[src/rtl/branch_controller_pkg.sv]
// Shared definitions for the branch controller: NZCV bit positions,
// condition codes, FSM state encoding and default parameter values.
package branch_controller_pkg;

    // NZCV bit indices within the 4-bit flag vector
    localparam int unsigned FLAG_N = 3;
    localparam int unsigned FLAG_Z = 2;
    localparam int unsigned FLAG_C = 1;
    localparam int unsigned FLAG_V = 0;

    // Condition codes
    localparam logic [3:0] COND_EQ = 4'b0000;
    localparam logic [3:0] COND_NE = 4'b0001;
    localparam logic [3:0] COND_CS = 4'b0010;
    localparam logic [3:0] COND_CC = 4'b0011;
    localparam logic [3:0] COND_MI = 4'b0100;
    localparam logic [3:0] COND_PL = 4'b0101;
    localparam logic [3:0] COND_VS = 4'b0110;
    localparam logic [3:0] COND_VC = 4'b0111;
    localparam logic [3:0] COND_HI = 4'b1000;
    localparam logic [3:0] COND_LS = 4'b1001;
    localparam logic [3:0] COND_GE = 4'b1010;
    localparam logic [3:0] COND_LT = 4'b1011;
    localparam logic [3:0] COND_GT = 4'b1100;
    localparam logic [3:0] COND_LE = 4'b1101;
    localparam logic [3:0] COND_AL = 4'b1110;
    localparam logic [3:0] COND_NV = 4'b1111;

    // Branch sequencer states
    typedef enum logic [1:0] {
        ST_IDLE     = 2'd0,
        ST_EVAL     = 2'd1,
        ST_REDIRECT = 2'd2,
        ST_FLUSH    = 2'd3
    } br_state_t;

    // Default parameter values
    localparam int DEF_ADDR_W       = 32;
    localparam int DEF_OFF_W        = 11;
    localparam int DEF_FLUSH_CYCLES = 2;
    localparam int DEF_CNT_W        = 16;

endpackage

[src/rtl/branch_controller_condition_checker.sv]
// Combinational condition-code evaluator over an NZCV flag vector.
module condition_checker
    import branch_controller_pkg::*;
(
    input  logic [3:0] cond,
    input  logic [3:0] flags,
    output logic       taken
);

    logic n, z, c, v;

    assign n = flags[FLAG_N];
    assign z = flags[FLAG_Z];
    assign c = flags[FLAG_C];
    assign v = flags[FLAG_V];

    // Decode the condition against the flags
    always_comb begin
        taken = 1'b0;
        unique case (cond)
            COND_EQ: taken = z;
            COND_NE: taken = ~z;
            COND_CS: taken = c;
            COND_CC: taken = ~c;
            COND_MI: taken = n;
            COND_PL: taken = ~n;
            COND_VS: taken = v;
            COND_VC: taken = ~v;
            COND_HI: taken = c & ~z;
            COND_LS: taken = ~c | z;
            COND_GE: taken = (n == v);
            COND_LT: taken = (n != v);
            COND_GT: taken = ~z & (n == v);
            COND_LE: taken = z | (n != v);
            COND_AL: taken = 1'b1;
            COND_NV: taken = 1'b0;
            default: taken = 1'b0;
        endcase
    end

endmodule

[src/rtl/branch_controller.sv]
// Branch sequencer: owns the NZCV register, accepts one branch at a time,
// resolves it via condition_checker, redirects fetch and holds flush.
// Optional statistics counters are enabled by defining BRANCH_STATS_EN.
module branch_controller
    import branch_controller_pkg::*;
#(
    parameter int ADDR_W       = DEF_ADDR_W,
    parameter int OFF_W        = DEF_OFF_W,
    parameter int FLUSH_CYCLES = DEF_FLUSH_CYCLES,
    parameter int CNT_W        = DEF_CNT_W
) (
    input  logic              clk,
    input  logic              rst,
    input  logic              flags_we,
    input  logic [3:0]        flags_in,
    output logic [3:0]        flags_q,
    input  logic              br_valid,
    output logic              br_ready,
    input  logic [3:0]        br_cond,
    input  logic [ADDR_W-1:0] br_pc,
    input  logic [OFF_W-1:0]  br_off,
    input  logic              br_link,
    output logic              redirect_valid,
    output logic [ADDR_W-1:0] redirect_pc,
    output logic              flush,
    output logic              lr_we,
    output logic [ADDR_W-1:0] lr_data,
    output logic              br_done,
`ifdef BRANCH_STATS_EN
    output logic [CNT_W-1:0]  stat_taken,
    output logic [CNT_W-1:0]  stat_not_taken,
`endif
    output logic              br_taken
);

    localparam int FCNT_W = (FLUSH_CYCLES > 1) ? $clog2(FLUSH_CYCLES) : 1;

    if (FLUSH_CYCLES < 1) begin : g_bad_flush
        $error("FLUSH_CYCLES must be at least 1");
    end
    if (CNT_W < 1) begin : g_bad_cnt
        $error("CNT_W must be at least 1");
    end

    br_state_t         state_q;
    logic [3:0]        cond_q;
    logic [3:0]        snap_q;
    logic [ADDR_W-1:0] pc_q;
    logic [OFF_W-1:0]  off_q;
    logic              link_q;
    logic [FCNT_W-1:0] cnt_q;

    logic              br_ready_q;
    logic              br_done_q;
    logic              redirect_valid_q;
    logic              flush_q;
    logic              lr_we_q;
    logic [ADDR_W-1:0] redirect_pc_q;
    logic [ADDR_W-1:0] lr_data_q;

    logic              cond_taken;
    logic [ADDR_W-1:0] pc_plus4;
    logic [ADDR_W-1:0] target;

    condition_checker u_cond (
        .cond  (cond_q),
        .flags (snap_q),
        .taken (cond_taken)
    );

    assign pc_plus4 = pc_q + ADDR_W'(4);
    assign target   = pc_plus4 + (ADDR_W'($signed(off_q)) << 1);

    assign br_ready       = br_ready_q;
    assign br_done        = br_done_q;
    assign br_taken       = br_done_q & cond_taken;
    assign redirect_valid = redirect_valid_q;
    assign redirect_pc    = redirect_pc_q;
    assign flush          = flush_q;
    assign lr_we          = lr_we_q;
    assign lr_data        = lr_data_q;

    // Architectural flag register, written by the ALU in any state
    always_ff @(posedge clk or posedge rst) begin
        if (rst) begin
            flags_q <= '0;
        end else if (flags_we) begin
            flags_q <= flags_in;
        end
    end

    // Branch FSM with registered handshake, redirect and flush outputs
    always_ff @(posedge clk or posedge rst) begin
        if (rst) begin
            state_q          <= ST_IDLE;
            cond_q           <= '0;
            snap_q           <= '0;
            pc_q             <= '0;
            off_q            <= '0;
            link_q           <= 1'b0;
            cnt_q            <= '0;
            br_ready_q       <= 1'b1;
            br_done_q        <= 1'b0;
            redirect_valid_q <= 1'b0;
            flush_q          <= 1'b0;
            lr_we_q          <= 1'b0;
            redirect_pc_q    <= '0;
            lr_data_q        <= '0;
        end else begin
            unique case (state_q)
                ST_IDLE: begin
                    if (br_valid) begin
                        cond_q     <= br_cond;
                        pc_q       <= br_pc;
                        off_q      <= br_off;
                        link_q     <= br_link;
                        // same-cycle ALU write is forwarded into the snapshot
                        snap_q     <= flags_we ? flags_in : flags_q;
                        br_ready_q <= 1'b0;
                        br_done_q  <= 1'b1;
                        state_q    <= ST_EVAL;
                    end
                end
                ST_EVAL: begin
                    br_done_q <= 1'b0;
                    if (cond_taken) begin
                        redirect_valid_q <= 1'b1;
                        redirect_pc_q    <= target;
                        flush_q          <= 1'b1;
                        lr_we_q          <= link_q;
                        if (link_q) begin
                            lr_data_q <= pc_plus4 | ADDR_W'(1);
                        end
                        state_q <= ST_REDIRECT;
                    end else begin
                        br_ready_q <= 1'b1;
                        state_q    <= ST_IDLE;
                    end
                end
                ST_REDIRECT: begin
                    redirect_valid_q <= 1'b0;
                    lr_we_q          <= 1'b0;
                    if (FLUSH_CYCLES > 1) begin
                        cnt_q   <= FCNT_W'(FLUSH_CYCLES - 1);
                        state_q <= ST_FLUSH;
                    end else begin
                        flush_q    <= 1'b0;
                        br_ready_q <= 1'b1;
                        state_q    <= ST_IDLE;
                    end
                end
                ST_FLUSH: begin
                    if (cnt_q == FCNT_W'(1)) begin
                        flush_q    <= 1'b0;
                        br_ready_q <= 1'b1;
                        state_q    <= ST_IDLE;
                    end else begin
                        cnt_q <= cnt_q - FCNT_W'(1);
                    end
                end
                default: state_q <= ST_IDLE;
            endcase
        end
    end

`ifdef BRANCH_STATS_EN
    logic [CNT_W-1:0] stat_taken_q;
    logic [CNT_W-1:0] stat_not_taken_q;

    assign stat_taken     = stat_taken_q;
    assign stat_not_taken = stat_not_taken_q;

    // Saturating outcome counters, bumped on each resolution
    always_ff @(posedge clk or posedge rst) begin
        if (rst) begin
            stat_taken_q     <= '0;
            stat_not_taken_q <= '0;
        end else if (br_done_q) begin
            if (cond_taken) begin
                if (stat_taken_q != '1) stat_taken_q <= stat_taken_q + CNT_W'(1);
            end else begin
                if (stat_not_taken_q != '1) stat_not_taken_q <= stat_not_taken_q + CNT_W'(1);
            end
        end
    end
`endif

endmodule

[config.mk]
export PLATFORM = sky130hd
export DESIGN_NAME = branch_controller
export DESIGN_NICKNAME = d
export VERILOG_FILES = /design/src/rtl/branch_controller_pkg.sv /design/src/rtl/branch_controller_condition_checker.sv /design/src/rtl/branch_controller.sv
export SDC_FILE = /design/constraint.sdc
export NUM_CORES = 1
export LEC_CHECK = 0
export ABC_AREA = 0
export CELL_PAD_IN_SITES_DETAIL_PLACEMENT = 1
export CELL_PAD_IN_SITES_GLOBAL_PLACEMENT = 1
export CORE_UTILIZATION = 41
export DETAILED_ROUTE_END_ITERATION = 16
export GPL_TIMING_DRIVEN = 0
export PLACE_DENSITY = 0.88
export SLEW_MARGIN = 25
export SYNTH_ARGS = -nofsm -noshare
export SYNTH_HDL_FRONTEND = slang
export SYNTH_HIERARCHICAL = 1
export SYNTH_SLANG_ARGS = --single-unit
[constraint.sdc]
create_clock -name clk -period 5.3 [get_ports clk]
set_input_delay 1.06 -clock clk [delete_from_list [all_inputs] [get_ports clk]]
set_output_delay 1.06 -clock clk [all_outputs]
set_load 0.02 [all_outputs]
# Yosys cells after proc, flatten, opt, wreduce, memory -nomap -nowiden
# Index checks and enable logic that the tools add are counted.
# word_totals
out_inout_bits	74
ff_bits	128
elab_cells	86
# op_classes
bitwise_logic	10
mux	20
n_reduce_logical	14
eq_ne	24
addsub	3
# op_table
op	n
adder 32 x 3 -> 32 bit (second input constant)	1
adder 32 bit	1
== test 4 bit (second input constant)	8
== test 4 x 3 -> 1 bit (second input constant)	4
one-hot mux 1 bit (16 select lines)	1
one-hot mux 1 bit (2 select lines)	5
AND reduction 2 bit	5
== test 4 x 2 -> 1 bit (second input constant)	2
2-to-1 mux 1 bit	8
inequality test 2 bit (second input constant)	4
one-hot mux 2 bit (4 select lines)	1
nonzero test 2 bit	4
2-to-1 mux 2 bit	3
AND reduction 3 bit	2
inverter 1 bit	5
== test 2 bit (second input constant)	2
== test 4 x 1 -> 1 bit (second input constant)	1
logical NOT 4 bit	1
2-to-1 mux 4 bit	1
AND reduction 4 bit	1
AND 1 bit	3
one-hot mux 1 bit (3 select lines)	1
== test 2 x 1 -> 1 bit (second input constant)	1
logical NOT 2 bit	1
4 further kinds	5

# Depth between registers and ports, before layout
# Gate-level depths: netlist of the first run.
# logic_depth
depth_word	5
ltp_mapped	16

# Modules after synthesis
# Netlist of the first run, hierarchy kept.
# modules_own_cells
mod	cells_per_inst	area_each_um2	n_inst
branch_controller	663	6960.4	1
condition_checker	23	155.1	1

# Worst setup path before layout of the first run
# Ideal clock, no wire load.
# synth_path
kind	register to register
from	reg pc_q[2]
to	reg redirect_pc_q[31] (netlist: redirect_pc[31])
synth_period_minus_slack_ns	3.770
t_arrival_ns	3.701
setup_time_ns	0.069
path_stages_with_launch	17
setup_slack_ns	1.530
path_cell_list	dfrtp_1 ha_1 nand2_1 nor3_1 nand2_1 nor3_1 and2_1 xor2_1 ha_1 clkbuf_1 a21o_1 a2111oi_0 a22oi_1 a21oi_1 a211oi_1 or4_1 nand3_1
# synth_via
elab_chain_cells	2
# synth_lines
item	line_no	rtl
from (decl)	branch_controller.sv:48	logic [ADDR_W-1:0] pc_q;
from (signal assigned)	branch_controller.sv:114	pc_q <= br_pc;
adder 32 x 3 -> 32 bit	branch_controller.sv:71	assign pc_plus4 = pc_q + ADDR_W'(4);
named net pc_plus4[22]	branch_controller.sv:62	logic [ADDR_W-1:0] pc_plus4;
adder 32 bit	branch_controller.sv:72	assign target = pc_plus4 + (ADDR_W'($signed(off_q)) << 1);
to (signal assigned)	branch_controller.sv:128	redirect_pc_q <= target;
to (decl)	branch_controller.sv:58	logic [ADDR_W-1:0] redirect_pc_q;
# The timed path passes the listed nets, and every way through them passes these cells.
# A chain may end at the register's enable or synchronous reset.

# Final worst setup path of the first run
# Same ends and word-level chain as after synthesis.

==> metrics.cfg, run 1 <==
[status]
status=complete, no violations

[placement]
globalplace.congestion=0.8665
port_buffers=129
dp_slack_ps=627.5
hpwl_um=15590

[cells_and_area]
final_nets=925
final_cell_mix=clkdlybuf4s50_1, dfrtp_1, mux2_2, nand2_1, o21ai_0
layout-drive-gt1-share_pct=14.99
syn_to_final_growth_pct=30.61
diodes=0
layout_commonest_cell=clkdlybuf4s50_1

[cts]
cts_resized=0
ctsRootBufferMaster=clkbuf_16
ctsHoldBuffers=0
cts_htree_levels=4
clkLatencyLatePin_ps=430
cts_buffers=17
cts_setup_buffers=0
cts_sinks=128
clkTransAtPathRegs_ps=60
cts_tree=built
clk_path_buf_depth=2

[route]
vias=5956
first_pass_iters=4
drc=0
wl_um=21470
highest_layer=met4
antenna_left=0
vias_per_cell=5.582
wl_per_cell_um=20.12
drtIter0Drc=264
dr_wl_met2_um=10720
met3_length_um=873
m1WireLength_um=9318

[power_and_ir_drop]
power_density_mw_per_mm2=827.7
leakagePower_nw=3.920
p_switching_mw=3.562
p_sw_share_pct=46.30
pwr-share-comb_pct=60.0
intPower_mw=4.131
ir_worst_vdd_mv=0.3482
pwr-share-clk_pct=15.1
finalPower_mw=7.693
seqPwrFrac_pct=24.8

[yosys]
ys_seq_area_share_pct=45.03
async_reset_ff_share_pct=100.0
synth_edf_count=0
synth_cell_types=58
syn_inst=686
synth_top_family_by_area=compound AO/OA/AOI/OAI gates
synth_warnings=6
synth.mux.area_fraction_pct=13.56
netlist_area_mm2=0.007116
synth_xor_xnor_area_share_pct=6.647
synth_seq_cells=128
postSynthAreaPerCell_um2=10.37
ys.flop_type=dfrtp_1
synthAdderAreaFrac_pct=6.084
syn_nets=776
synth_simple_gate_area_share_pct=12.68
synth-compound-area-share_pct=13.66

[sta]
finalCritPeriodShare_pct=90.28
hold_viol=0
clock_skew_ps=10.52
tightestPinTransition_ps=959.1
setup_viol=0
drv_slew=0
setup_ws_ps=515.4
clock.fmax_ghz=0.2090
min_period_ps=4785
fin_tns_setup_ps=0
relSlewSlack_pct=36.06
rsz0062_at_grt=false

[die]
dieWidth_um=133.7
die_height_um=133.7
core_mm2=0.01676
placementRows=47
die_area_mm2=0.01789
io_pins=130
initial_core_util_pct=42.46

[critical_path]
required_ps=5660
cp.arrival_ps=5150
start_kind=flip-flop
slowest_stage=or4_1
cp_num_buf_inv=1
reg2reg_setup_slack_ps=520
worstPathCellList=ha_1 -> nand2_1 -> nor3_1 -> nand2_1 -> nor3_1 -> and2_1 -> xor2_1 -> ha_1 -> clkbuf_1 -> a21o_1 -> a2111oi_0 -> a22oi_1 -> a21oi_1 -> a211oi_1 -> or4_1 -> nand3_1
critPathMaxStageDelay_ps=490
path_delay_family=simple AND/OR/NAND/NOR gates
critPathCaptureType=flip-flop
reg2reg_from=pc_q[2]$_DFFE_PP0P_
reg2reg_depth=16
cp_max_fo=9
crit_type=reg2reg
rr_endpoint=redirect_pc[31]$_DFFE_PP0P_

[min_path]
hold_start=redirect_pc[16]$_DFFE_PP0P_
hp-class=reg2reg
worstHoldPathCells=2
min_to=redirect_pc[16]$_DFFE_PP0P_

[flow_run]
maxCapViolations=0

[grt]
antenna_found_initial=0
grt_max_degree=83
grt_pass1_vias=6437
grt.overflow.total=0
grt_usage_pct=25.19
grt_pass1_wl_um=34470

[tightest hold or removal path, cell delays in order, from the launching register on]
cell and delay [ps]:
dfrtp_1 340, nand2_1 40, o21ai_0 60
[metal layers]
metal | global-route usage, % | vias up
li1 | - | 2774
met1 | 31.54 | 2981
met2 | 42.86 | 164
met3 | 4.490 | 37
met4 | 10.16 | 0
met5 | 0 | -
[per-stage QoR]
step	util [%]	hold WS, ps	instance area, um2	instances
3_3_place_gp	51.80	450.1	8682	1035
2_1_floorplan	-	434.8	7116	686
3_5_place_dp	52.01	459.8	8717	1036
4_1_cts	55.45	475.6	9294	1067
5_1_grt	55.45	505.9	9294	1067
6_report	55.45	477.8	9294	1067
[worst max path at each step]
| stage | startpoint | to | slack, ps | cells past startpoint |
|---|---|---|---|---|
| after CTS | pc_q[2]$_DFFE_PP0P_ | redirect_pc[31]$_DFFE_PP0P_ | 560 | 16 |
| after floorplan | rst | asynchronous set/reset pin | 830 | 1 |
| after global placement | rst | pc_q[5]$_DFFE_PP0P_ | -1080 | 2 |
| after global routing | pc_q[2]$_DFFE_PP0P_ | redirect_pc[31]$_DFFE_PP0P_ | 260 | 16 |
| after detailed placement | pc_q[2]$_DFFE_PP0P_ | redirect_pc[31]$_DFFE_PP0P_ | 630 | 16 |
| final | pc_q[2]$_DFFE_PP0P_ | redirect_pc[31]$_DFFE_PP0P_ | 520 | 16 |
[cell type report]
cell class	instances	area, um2
clock buffers	18	439.2
multi-input cells	515	3745
fillers	1820	7466
plain buffers	31	121.4
flip-flops and latches	128	3204
repair buffers	130	1319
well taps	220	275.3
inverters	12	52.55
clock inverters	13	137.6
[state kept, by name (all words and copies together) (netlist names), named ones only]
| signal | count |
|---|---|
| flush | 1 |
| cond_q | 4 |
| pc_q | 32 |
| flags_q | 4 |
| state_q | 1 |
| redirect_valid | 1 |
| lr_data | 32 |
| off_q | 11 |
| cnt_q | 1 |
| br_ready | 1 |
| redirect_pc | 32 |
| lr_we | 1 |
| br_done | 1 |
| link_q | 1 |
| snap_q | 4 |
[power groups by stage]
stage                     Sequential [mW]  Clock, mW  Combinational [mW]
after detailed placement             1.90          0                4.51
after CTS                            1.90       1.18                4.61
final                                1.91       1.16                4.62
after floorplan                      2.09          0                2.77
after global placement               1.87          0                4.36
after global routing                 1.97       1.22                5.02
[Yosys cell counts (16+ instances only)]
| library cell | instances | area share (%) |
|---|---|---|
| a21oi_1 | 37 | 2.6 |
| clkbuf_1 | 28 | 1.5 |
| dfrtp_1 | 127 | 45 |
| ha_1 | 33 | 5.8 |
| mux2_2 | 83 | 13 |
| nand2_1 | 83 | 4.4 |
| nand3_1 | 22 | 1.5 |
| nand4_1 | 16 | 1.4 |
| nor2_1 | 23 | 1.2 |
| o21ai_0 | 47 | 3.3 |
| xnor2_1 | 31 | 3.8 |
| xor2_1 | 23 | 2.8 |
[cells by family (layout without fill, tap and decap cells)]
kind of cell    after synthesis  in the layout
simple gates                188            188
xor+xnor                     54             54
fa+ha+maj                    34             34
buf+inv                      43            204
mux                          86             86
flops                       128            128
compound gates              153            153
Note: power is estimated with default switching activity, not from simulation.
==> inputs of run 2 (changes only) <==
Settings changed: CORE_UTILIZATION 41 to 40, PLACE_DENSITY 0.88 to 0.87.
==> metrics.cfg, run 2 (synthesis results as in run 1) <==
[cts]
clk_path_buf_depth=2
cts_buffers=17
cts_sinks=128
ctsRootBufferMaster=clkbuf_16
clkLatencyLatePin_ps=430
cts_resized=0
clkTransAtPathRegs_ps=70
cts_setup_buffers=0
cts_tree=built
ctsHoldBuffers=0
cts_htree_levels=4

[placement]
port_buffers=129
hpwl_um=15630
dp_slack_ps=682.8
globalplace.congestion=0.9196

[min_path]
min_to=redirect_pc[2]$_DFFE_PP0P_
worstHoldPathCells=2
hold_start=redirect_pc[2]$_DFFE_PP0P_
hp-class=reg2reg

[route]
drtIter0Drc=328
vias=5902
wl_per_cell_um=20.01
antenna_left=0
drc=0
vias_per_cell=5.500
first_pass_iters=4
wl_um=21480

[sta]
hold_viol=0
rsz0062_at_grt=false
fin_tns_setup_ps=0
holdWs_ps=472.4
drv_slew=0
clock_skew_ps=11.46
setup_viol=0
relSlewSlack_pct=32.25
tightestPinTransition_ps=1016
min_period_ps=4685
setup_ws_ps=615.1
finalCritPeriodShare_pct=88.39
clock.fmax_ghz=0.2135

[power_and_ir_drop]
leakagePower_nw=3.961
finalPower_mw=7.784
ir_worst_vdd_mv=0.3773
power_density_mw_per_mm2=830.9

[grt]
grt_pass1_wl_um=34980
grt.overflow.total=0
grt_pass1_vias=6455
grt_usage_pct=25.16
antenna_found_initial=0
grt_max_degree=89

[die]
io_pins=130
dieWidth_um=135.4
core_mm2=0.01736
die_area_mm2=0.01833
die_height_um=135.4
placementRows=48
initial_core_util_pct=41.00

[critical_path]
required_ps=5660
reg2reg_setup_slack_ps=620
start_kind=flip-flop
cp_max_fo=9
reg2reg_from=pc_q[2]$_DFFE_PP0P_
reg2reg_depth=16
cp.arrival_ps=5040
crit_type=reg2reg
rr_endpoint=redirect_pc[31]$_DFFE_PP0P_
critPathCaptureType=flip-flop

[cells_and_area]
final_nets=925
final.fill_count=1891
syn_to_final_growth_pct=31.67
layout_commonest_cell=clkdlybuf4s50_1
final_cell_mix=clkdlybuf4s50_1, dfrtp_1, mux2_2, nand2_1, o21ai_0
layout-drive-gt1-share_pct=15.09
diodes=0

[flow_run]
maxCapViolations=0

[status]
status=complete, no violations

run 2: changes by cell type in the layout (fill, tap and decap cells not counted):
cell        delta
inv_6          +2
clkinv_2       -3
clkinvlp_4     -3
clkbuf_8       -1
bufinv_16      +2
inv_8          +3
clkinv_4       +1
run 2: through the flow:
step | cells | utilization (%) | cell area (um2)
final | 1073 | 53.98 | 9369
after detailed placement | 1041 | 50.26 | 8723
after global routing | 1073 | 53.98 | 9369
after floorplan | 686 | - | 7116
after global placement | 1040 | 50.06 | 8688
after CTS | 1073 | 53.98 | 9369
run 2: layout make-up:
cell class	instances	area (um2)	share of cell area (%)
multi-input cells	515	3745	39.97
flip-flops and latches	128	3204	34.20
repair buffers	130	1319	14.08
clock buffers	17	425.4	4.541
well taps	225	281.5	3.005
clock inverters	15	220.2	2.350
plain buffers	31	121.4	1.295
inverters	12	52.55	0.5609
run 2: critical path, stage by stage, from the launching register on:
cell and delay (ps):
dfrtp_1 440, ha_1 280, nand2_1 80, nor3_1 370
nand2_1 180, nor3_1 480, and2_1 220, xor2_1 250
ha_1 280, clkbuf_1 230, a21o_1 280, a2111oi_0 370
a22oi_1 130, a21oi_1 300, a211oi_1 160, or4_1 470
nand3_1 90
run 2: worst max path at each step:
stage                              from                          end  slack (ps)
finish              pc_q[2]$_DFFE_PP0P_  redirect_pc[31]$_DFFE_PP0P_         620
global route        pc_q[2]$_DFFE_PP0P_  redirect_pc[31]$_DFFE_PP0P_         290
CTS                 pc_q[2]$_DFFE_PP0P_  redirect_pc[31]$_DFFE_PP0P_         660
detailed placement  pc_q[2]$_DFFE_PP0P_  redirect_pc[31]$_DFFE_PP0P_         680
global placement                    rst         pc_q[20]$_DFFE_PP0P_       -1050
floorplan                           rst   asynchronous set/reset pin         830
run 2: metal layers:
layer | wire length, um | GRT usage, %
met5 | 0 | 0
met4 | 458 | 10.05
met3 | 986 | 4.415
met2 | 10790 | 43.45
met1 | 9240 | 31.06
run 2: report_power, final:
part | leakage [nW] | internal (mW) | switching, mW | total [mW]
combinational | 2.11 | 1.96 | 2.61 | 4.57
sequential | 1.54 | 1.46 | 0.443 | 1.91
clock | 0.319 | 0.804 | 0.500 | 1.30
